`config.mk`:
```
export PLATFORM = sky130hd
export DESIGN_NAME = rob_param
export DESIGN_NICKNAME = d
export VERILOG_FILES = /design/src/rtl/rob_param.sv
export SDC_FILE = /design/constraint.sdc
export NUM_CORES = 2
export LEC_CHECK = 0
export CAP_MARGIN = 0
export CORE_ASPECT_RATIO = 0.75
export CORE_MARGIN = 2
export CORE_UTILIZATION = 23
export CTS_BUF_LIST = sky130_fd_sc_hd__clkbuf_8 sky130_fd_sc_hd__clkbuf_16
export DETAILED_ROUTE_END_ITERATION = 7
export GPL_TIMING_DRIVEN = 0
export PLACE_DENSITY = 0.47
export SLEW_MARGIN = 20
export SYNTH_ARGS = -nofsm -noshare
export SYNTH_HDL_FRONTEND = slang
export SYNTH_SLANG_ARGS = --single-unit
```
`constraint.sdc`:
```
create_clock -name clk_i -period 19.15 [get_ports clk_i]
set_input_delay 4.7875 -clock clk_i [delete_from_list [all_inputs] [get_ports clk_i]]
set_output_delay 4.7875 -clock clk_i [all_outputs]
set_load 0.05 [all_outputs]
```
`src/rtl/rob_param.sv`:
```
// rob_param: parametrised reorder buffer. Allocation is in order, completion is out of order, retirement is in order.
// Optional dual retirement is enabled by defining ROB_DUAL_COMMIT_EN.
module rob_param #(
    parameter int DEPTH = 16,
    parameter int TAG_W = 4,
    parameter int REG_W = 5
) (
    input  logic             clk_i,
    input  logic             rst_ni,
    input  logic             rdy_i,
    input  logic             alloc_valid_i,
    input  logic [1:0]       alloc_kind_i,
    input  logic [REG_W-1:0] alloc_dest_i,
    output logic [TAG_W-1:0] alloc_tag_o,
    output logic             full_o,
    output logic [TAG_W:0]   count_o,
    input  logic             alu_valid_i,
    input  logic [TAG_W-1:0] alu_tag_i,
    input  logic [31:0]      alu_value_i,
    input  logic             alu_mispred_i,
    input  logic [31:0]      alu_target_i,
    input  logic             lad_valid_i,
    input  logic [TAG_W-1:0] lad_tag_i,
    input  logic [31:0]      lad_value_i,
    input  logic             str_valid_i,
    input  logic [TAG_W-1:0] str_tag_i,
    output logic             cm0_valid_o,
    output logic [REG_W-1:0] cm0_rd_o,
    output logic [31:0]      cm0_value_o,
    output logic             cm1_valid_o,
    output logic [REG_W-1:0] cm1_rd_o,
    output logic [31:0]      cm1_value_o,
    output logic             cm_store_o,
    output logic             redirect_valid_o,
    output logic [31:0]      redirect_pc_o
);
    localparam logic [1:0] KIND_REG  = 2'd0;
    localparam logic [1:0] KIND_STR  = 2'd1;
    localparam logic [1:0] KIND_BRA  = 2'd2;
    localparam logic [1:0] KIND_JALR = 2'd3;

    logic [TAG_W:0]     head_q, head_d, tail_q, tail_d, count_q, count_d;
    logic [DEPTH-1:0]   busy_q, busy_d, done_q, done_d;
    logic [DEPTH-1:0]   mispred_q;
    logic [1:0]         kind_q   [DEPTH];
    logic [REG_W-1:0]   dest_q   [DEPTH];
    logic [31:0]        value_q  [DEPTH];
    logic [31:0]        target_q [DEPTH];

    logic [TAG_W-1:0]   h0_idx, t_idx;
    logic [1:0]         h0_kind;
    logic               alloc_fire, alu_hit, lad_hit, str_hit;
    logic               commit0, commit1, cm0_we, st_fire, redirect;
    logic [1:0]         n_commit;

    logic               cm0_valid_q, cm_store_q, redirect_valid_q;
    logic [REG_W-1:0]   cm0_rd_q;
    logic [31:0]        cm0_value_q, redirect_pc_q;

    assign h0_idx      = head_q[TAG_W-1:0];
    assign t_idx       = tail_q[TAG_W-1:0];
    assign h0_kind     = kind_q[h0_idx];
    assign full_o      = (head_q[TAG_W] != tail_q[TAG_W]) && (h0_idx == t_idx);
    assign alloc_tag_o = t_idx;
    assign count_o     = count_q;

    assign alloc_fire = alloc_valid_i && !full_o;
    assign alu_hit    = alu_valid_i && busy_q[alu_tag_i];
    assign lad_hit    = lad_valid_i && busy_q[lad_tag_i];
    assign str_hit    = str_valid_i && busy_q[str_tag_i];

    assign commit0  = busy_q[h0_idx] && done_q[h0_idx];
    assign cm0_we   = commit0 && ((h0_kind == KIND_REG) || (h0_kind == KIND_JALR));
    assign st_fire  = commit0 && (h0_kind == KIND_STR);
    assign redirect = commit0 && mispred_q[h0_idx] &&
                      ((h0_kind == KIND_BRA) || (h0_kind == KIND_JALR));

`ifdef ROB_DUAL_COMMIT_EN
    logic [TAG_W-1:0] h1_idx;
    assign h1_idx  = h0_idx + TAG_W'(1);
    // Slot 1 only ever retires a REG, so at most one store leaves per cycle.
    assign commit1 = commit0 && ((h0_kind == KIND_REG) || (h0_kind == KIND_STR)) &&
                     busy_q[h1_idx] && done_q[h1_idx] && (kind_q[h1_idx] == KIND_REG);
`else
    assign commit1 = 1'b0;
`endif

    assign n_commit = {1'b0, commit0} + {1'b0, commit1};

    always_comb begin
        busy_d  = busy_q;
        done_d  = done_q;
        head_d  = head_q;
        tail_d  = tail_q;
        count_d = count_q;
        if (redirect) begin
            busy_d  = '0;
            done_d  = '0;
            head_d  = '0;
            tail_d  = '0;
            count_d = '0;
        end else begin
            if (str_hit) done_d[str_tag_i] = 1'b1;
            if (lad_hit) done_d[lad_tag_i] = 1'b1;
            if (alu_hit) done_d[alu_tag_i] = 1'b1;
            if (commit0) busy_d[h0_idx] = 1'b0;
            if (commit1) busy_d[h0_idx + TAG_W'(1)] = 1'b0;
            if (alloc_fire) begin
                busy_d[t_idx] = 1'b1;
                done_d[t_idx] = 1'b0;
                tail_d        = tail_q + (TAG_W+1)'(1);
            end
            head_d  = head_q + (TAG_W+1)'(n_commit);
            count_d = count_q + (TAG_W+1)'(alloc_fire) - (TAG_W+1)'(n_commit);
        end
    end

    always_ff @(posedge clk_i or negedge rst_ni) begin
        if (!rst_ni) begin
            head_q           <= '0;
            tail_q           <= '0;
            count_q          <= '0;
            busy_q           <= '0;
            done_q           <= '0;
            cm0_valid_q      <= 1'b0;
            cm0_rd_q         <= '0;
            cm0_value_q      <= '0;
            cm_store_q       <= 1'b0;
            redirect_valid_q <= 1'b0;
            redirect_pc_q    <= '0;
        end else if (rdy_i) begin
            head_q           <= head_d;
            tail_q           <= tail_d;
            count_q          <= count_d;
            busy_q           <= busy_d;
            done_q           <= done_d;
            cm0_valid_q      <= cm0_we;
            cm_store_q       <= st_fire;
            redirect_valid_q <= redirect;
            if (cm0_we) begin
                cm0_rd_q    <= dest_q[h0_idx];
                cm0_value_q <= value_q[h0_idx];
            end
            if (redirect) redirect_pc_q <= target_q[h0_idx];
        end
    end

    // Payload storage needs no reset: an entry is only read once busy, and allocation rewrites it.
    always_ff @(posedge clk_i) begin
        if (rdy_i && !redirect) begin
            if (lad_hit) value_q[lad_tag_i] <= lad_value_i;
            if (alu_hit) begin
                value_q[alu_tag_i]   <= alu_value_i;
                mispred_q[alu_tag_i] <= alu_mispred_i;
                target_q[alu_tag_i]  <= alu_target_i;
            end
            if (alloc_fire) begin
                kind_q[t_idx]    <= alloc_kind_i;
                dest_q[t_idx]    <= alloc_dest_i;
                mispred_q[t_idx] <= 1'b0;
            end
        end
    end

    assign cm0_valid_o      = cm0_valid_q;
    assign cm0_rd_o         = cm0_rd_q;
    assign cm0_value_o      = cm0_value_q;
    assign cm_store_o       = cm_store_q;
    assign redirect_valid_o = redirect_valid_q;
    assign redirect_pc_o    = redirect_pc_q;

`ifdef ROB_DUAL_COMMIT_EN
    logic             cm1_valid_q;
    logic [REG_W-1:0] cm1_rd_q;
    logic [31:0]      cm1_value_q;

    always_ff @(posedge clk_i or negedge rst_ni) begin
        if (!rst_ni) begin
            cm1_valid_q <= 1'b0;
            cm1_rd_q    <= '0;
            cm1_value_q <= '0;
        end else if (rdy_i) begin
            cm1_valid_q <= commit1;
            if (commit1) begin
                cm1_rd_q    <= dest_q[h1_idx];
                cm1_value_q <= value_q[h1_idx];
            end
        end
    end

    assign cm1_valid_o = cm1_valid_q;
    assign cm1_rd_o    = cm1_rd_q;
    assign cm1_value_o = cm1_value_q;
`else
    assign cm1_valid_o = 1'b0;
    assign cm1_rd_o    = '0;
    assign cm1_value_o = '0;
`endif

endmodule

```
==> impl_metrics.yaml <==
cts:
  cts_hold_buf: 0
  cts_sinks: 1271
  cts_htree_levels: 4
  cts_tree: "yes"
  cts_resized: 0
  ctsRootBufferMaster: "clkbuf_16"
  post_cts_buffers: 0
  numCtsBuffers: 139
  clk_pin_slew_ns: 0.06
  clockBufferDepth: 4
  clk_latency_ns: 0.80
cells_and_area:
  layout_commonest_cell: "edfxtp_1"
  final-seq-area_mm2: 0.0376
  final_cell_mix: "edfxtp_1 (1,152), mux4_2 (365), mux2_2 (294)"
  multi_input_area_mm2: 0.0189
  fillers: 24700
  nets: 3542
  drive_above_1_share_pct: 38.6
  area_growth_syn_to_layout_pct: 21.0
grt:
  grt_max_degree: 65
  grt_pass1_vias: 31900
  gr-total-overflow: 0
  grt_pass1_wl_mm: 268
  antenna_found_initial: 40
  grt_use_total_pct: 15.0
placed_design:
  portBuffers: 202
  dp_slack_ns: 10.35
  hpwl_mm: 131
  routabilityCongestion: 0.885
logic_synthesis:
  synth-seq-area-share_pct: 65.0
  synth-async-reset-ratio_pct: 9.36
  synthesis.instances: 2967
  synth_edf_count: 1152
  synth_area_per_cell_um2: 19.5
  ys_types: 74
  yosys_warnings: 0
  synth_seq_cells: 1271
  syn_area_mm2: 0.0578
  synth_ff_type: "edfxtp_1"
critical_path:
  cp_slowest_cell: "clkbuf_1"
  crit_fanout: 14
  max_stage_delay_ns: 0.63
  crit_type: "input port to register"
  critPathTopFamily: "buffers and inverters"
  startpoint_type: "input port"
  worstPathRequired_ns: 19.61
  crit_top_cell: "clkbuf_1"
  cp_cell_sequence: "clkbuf_1 > clkbuf_1 > clkbuf_1 > clkbuf_1 > clkbuf_1 > nand2_1 > nor2_4 > buf_16 > buf_16"
  crit_arrival_ns: 8.55
  critPathBufInv: 7
  end_kind: "register"
pwr:
  p_sw_mw: 2.48
  peakVddDrop_uv: 66.8
  pwr-share-clk_pct: 32.9
  finalPower_mw: 8.04
  swShare_pct: 30.9
  power.internal_mw: 5.55
  pwr-share-seq_pct: 41.0
  p_leak_nw: 22.8
  pwr-share-comb_pct: 26.0
  power_density_mw_per_mm2: 115
routing:
  routed_wl_mm: 194
  ant_nets: 0
  drt_iter0_drc: 3513
  drc: 0
  wl_per_cell_um: 28.5
  avgViaCountPerCell: 4.62
  first_pass_iters: 6
  routed-via-count: 31500
floorplanning:
  initial_core_util_pct: 23.1
  dieArea_mm2: 0.255
  io_pins: 243
  row_count: 159
  die_w_um: 583
  coreArea_mm2: 0.250
  die_y_um: 438
sta:
  hold_viol: 0
  max_freq_mhz: 124
  setup_viol: 0
  slew_headroom_pct: 15.9
  fin_crit_sh_pct: 42.2
  finalSetupTns_ns: 0
  post-route-min-period_ns: 8.09
  worstMarginPinSlew_ns: 1.26
  clock_skew_ns: 0.0589
  setup_ws_ns: 11.06
  rsz0062_at_grt: "false"
  drv_slew: 0
hold_path:
  min_path_type: "register to register"
flow_run:
  cap_violations: 0
outcome:
  status: "complete, no violations"
## layout make-up
type / instances / area share (%)
flip-flops and latches: 1271 / 53.7
multi-input cells: 1430 / 27.0
well taps: 3300 / 5.90
clock buffers: 154 / 5.32
repair buffers: 259 / 4.71
plain buffers: 282 / 2.25
clock inverters: 86 / 0.895
inverters: 21 / 0.120
diodes: 10 / 0.0358
## final timing paths
| kind | start | endpoint | slack, ns | depth (start not counted) |
|---|---|---|---|---|
| min in group asynchronous | rst_ni | redirect_pc_o[11] | 3.80 | 1 |
| worst min-delay path | cm0_rd_o[0] | cm0_rd_o[0] | 0.51 | 1 |
| worst min register to register | cm0_rd_o[0] | cm0_rd_o[0] | 0.51 | 1 |
| worst max register to register | head_q[0] | value_q[13][2] | 12.11 | 14 |
| worst max-delay path | rdy_i | value_q[12][0] | 11.06 | 9 |
| max in group asynchronous | rst_ni | cm0_value_o[10] | 14.21 | 3 |
## power by group through the flow
stage | clock network [mW] | logic (mW) | registers (mW)
after floorplan | 0 | 1.14 | 3.50
after global placement | 0 | 2.09 | 3.35
after detailed placement | 0 | 2.12 | 3.35
after CTS | 2.71 | 2.12 | 3.29
after global routing | 2.82 | 2.21 | 3.31
final | 2.65 | 2.09 | 3.30
## metrics by stage
| stage | hold WS, ns | instances | utilization, % | instance area (µm²) |
|---|---|---|---|---|
| after CTS | 0.508 | 6803 | 28.0 | 69900 |
| after floorplan | 0.486 | 3004 | - | 57900 |
| after global routing | 0.522 | 6806 | 28.0 | 69900 |
| after global placement | 0.487 | 6506 | 25.6 | 64100 |
| after detailed placement | 0.494 | 6563 | 26.2 | 65600 |
| final | 0.506 | 6813 | 28.0 | 69900 |
## registers in the layout, summed over array words and instances, names as in the netlist
signal            flops
busy_q               16
mispred_q            16
cm0_valid_o           1
tail_q                5
done_q               16
dest_q               80
count_o               5
value_q             512
cm0_value_o          32
redirect_pc_o        32
head_q                5
cm_store_o            1
target_q            512
kind_q               32
redirect_valid_o      1
cm0_rd_o              5
## logic make-up after synthesis
kind of cell	after synthesis	share of synthesized area (%)
and+or+nand+nor	221	1.97
DFF	1271	65.0
buffers and inverters	303	2.79
AOI/OAI and AO/OA	166	2.04
adders and majority gates	15	0.338
muxes	977	27.7
xor gates and xnor gates	13	0.197
other	1	0.00649
## routing by layer
layer | vias up | part of all wire, % | global-route usage, %
met5 | - | 0.062 | 0
met3 | 284 | 6.8 | 3.01
met1 | 17100 | 47 | 22.0
met2 | 1171 | 44 | 22.6
met4 | 18 | 2.3 | 3.51
li1 | 12900 | - | -
## cell usage after synthesis, drive strengths merged (3+ instances only)
library cell / instances / area, µm²
dfrtp: 119 / 2980
buf: 143 / 1000
o21ai: 33 / 165
nand4: 12 / 75.1
xnor2: 9 / 78.8
o41ai: 3 / 26.3
mux2i: 24 / 240
xor2: 4 / 35.0
a21oi: 56 / 389
o22ai: 7 / 43.8
nand3: 24 / 120
o31ai: 8 / 60.1
ha: 14 / 175
nor3: 8 / 40.0
o2bb2ai: 3 / 26.3
mux4: 365 / 8220
nor2b: 14 / 87.6
o211a: 3 / 30.0
edfxtp: 1152 / 34600
a21boi: 12 / 90.1
and3: 36 / 225
a211oi: 5 / 47.5
and2: 3 / 18.8
nand2: 38 / 150
mux2: 588 / 7520
a21o: 4 / 30.0
nand3b: 4 / 30.0
nand2b: 4 / 25.0
a31oi: 14 / 87.6
inv: 21 / 83.8
nor2: 63 / 239
a22oi: 3 / 27.5
clkbuf: 139 / 522
Power figures use the tool's default switching activity.
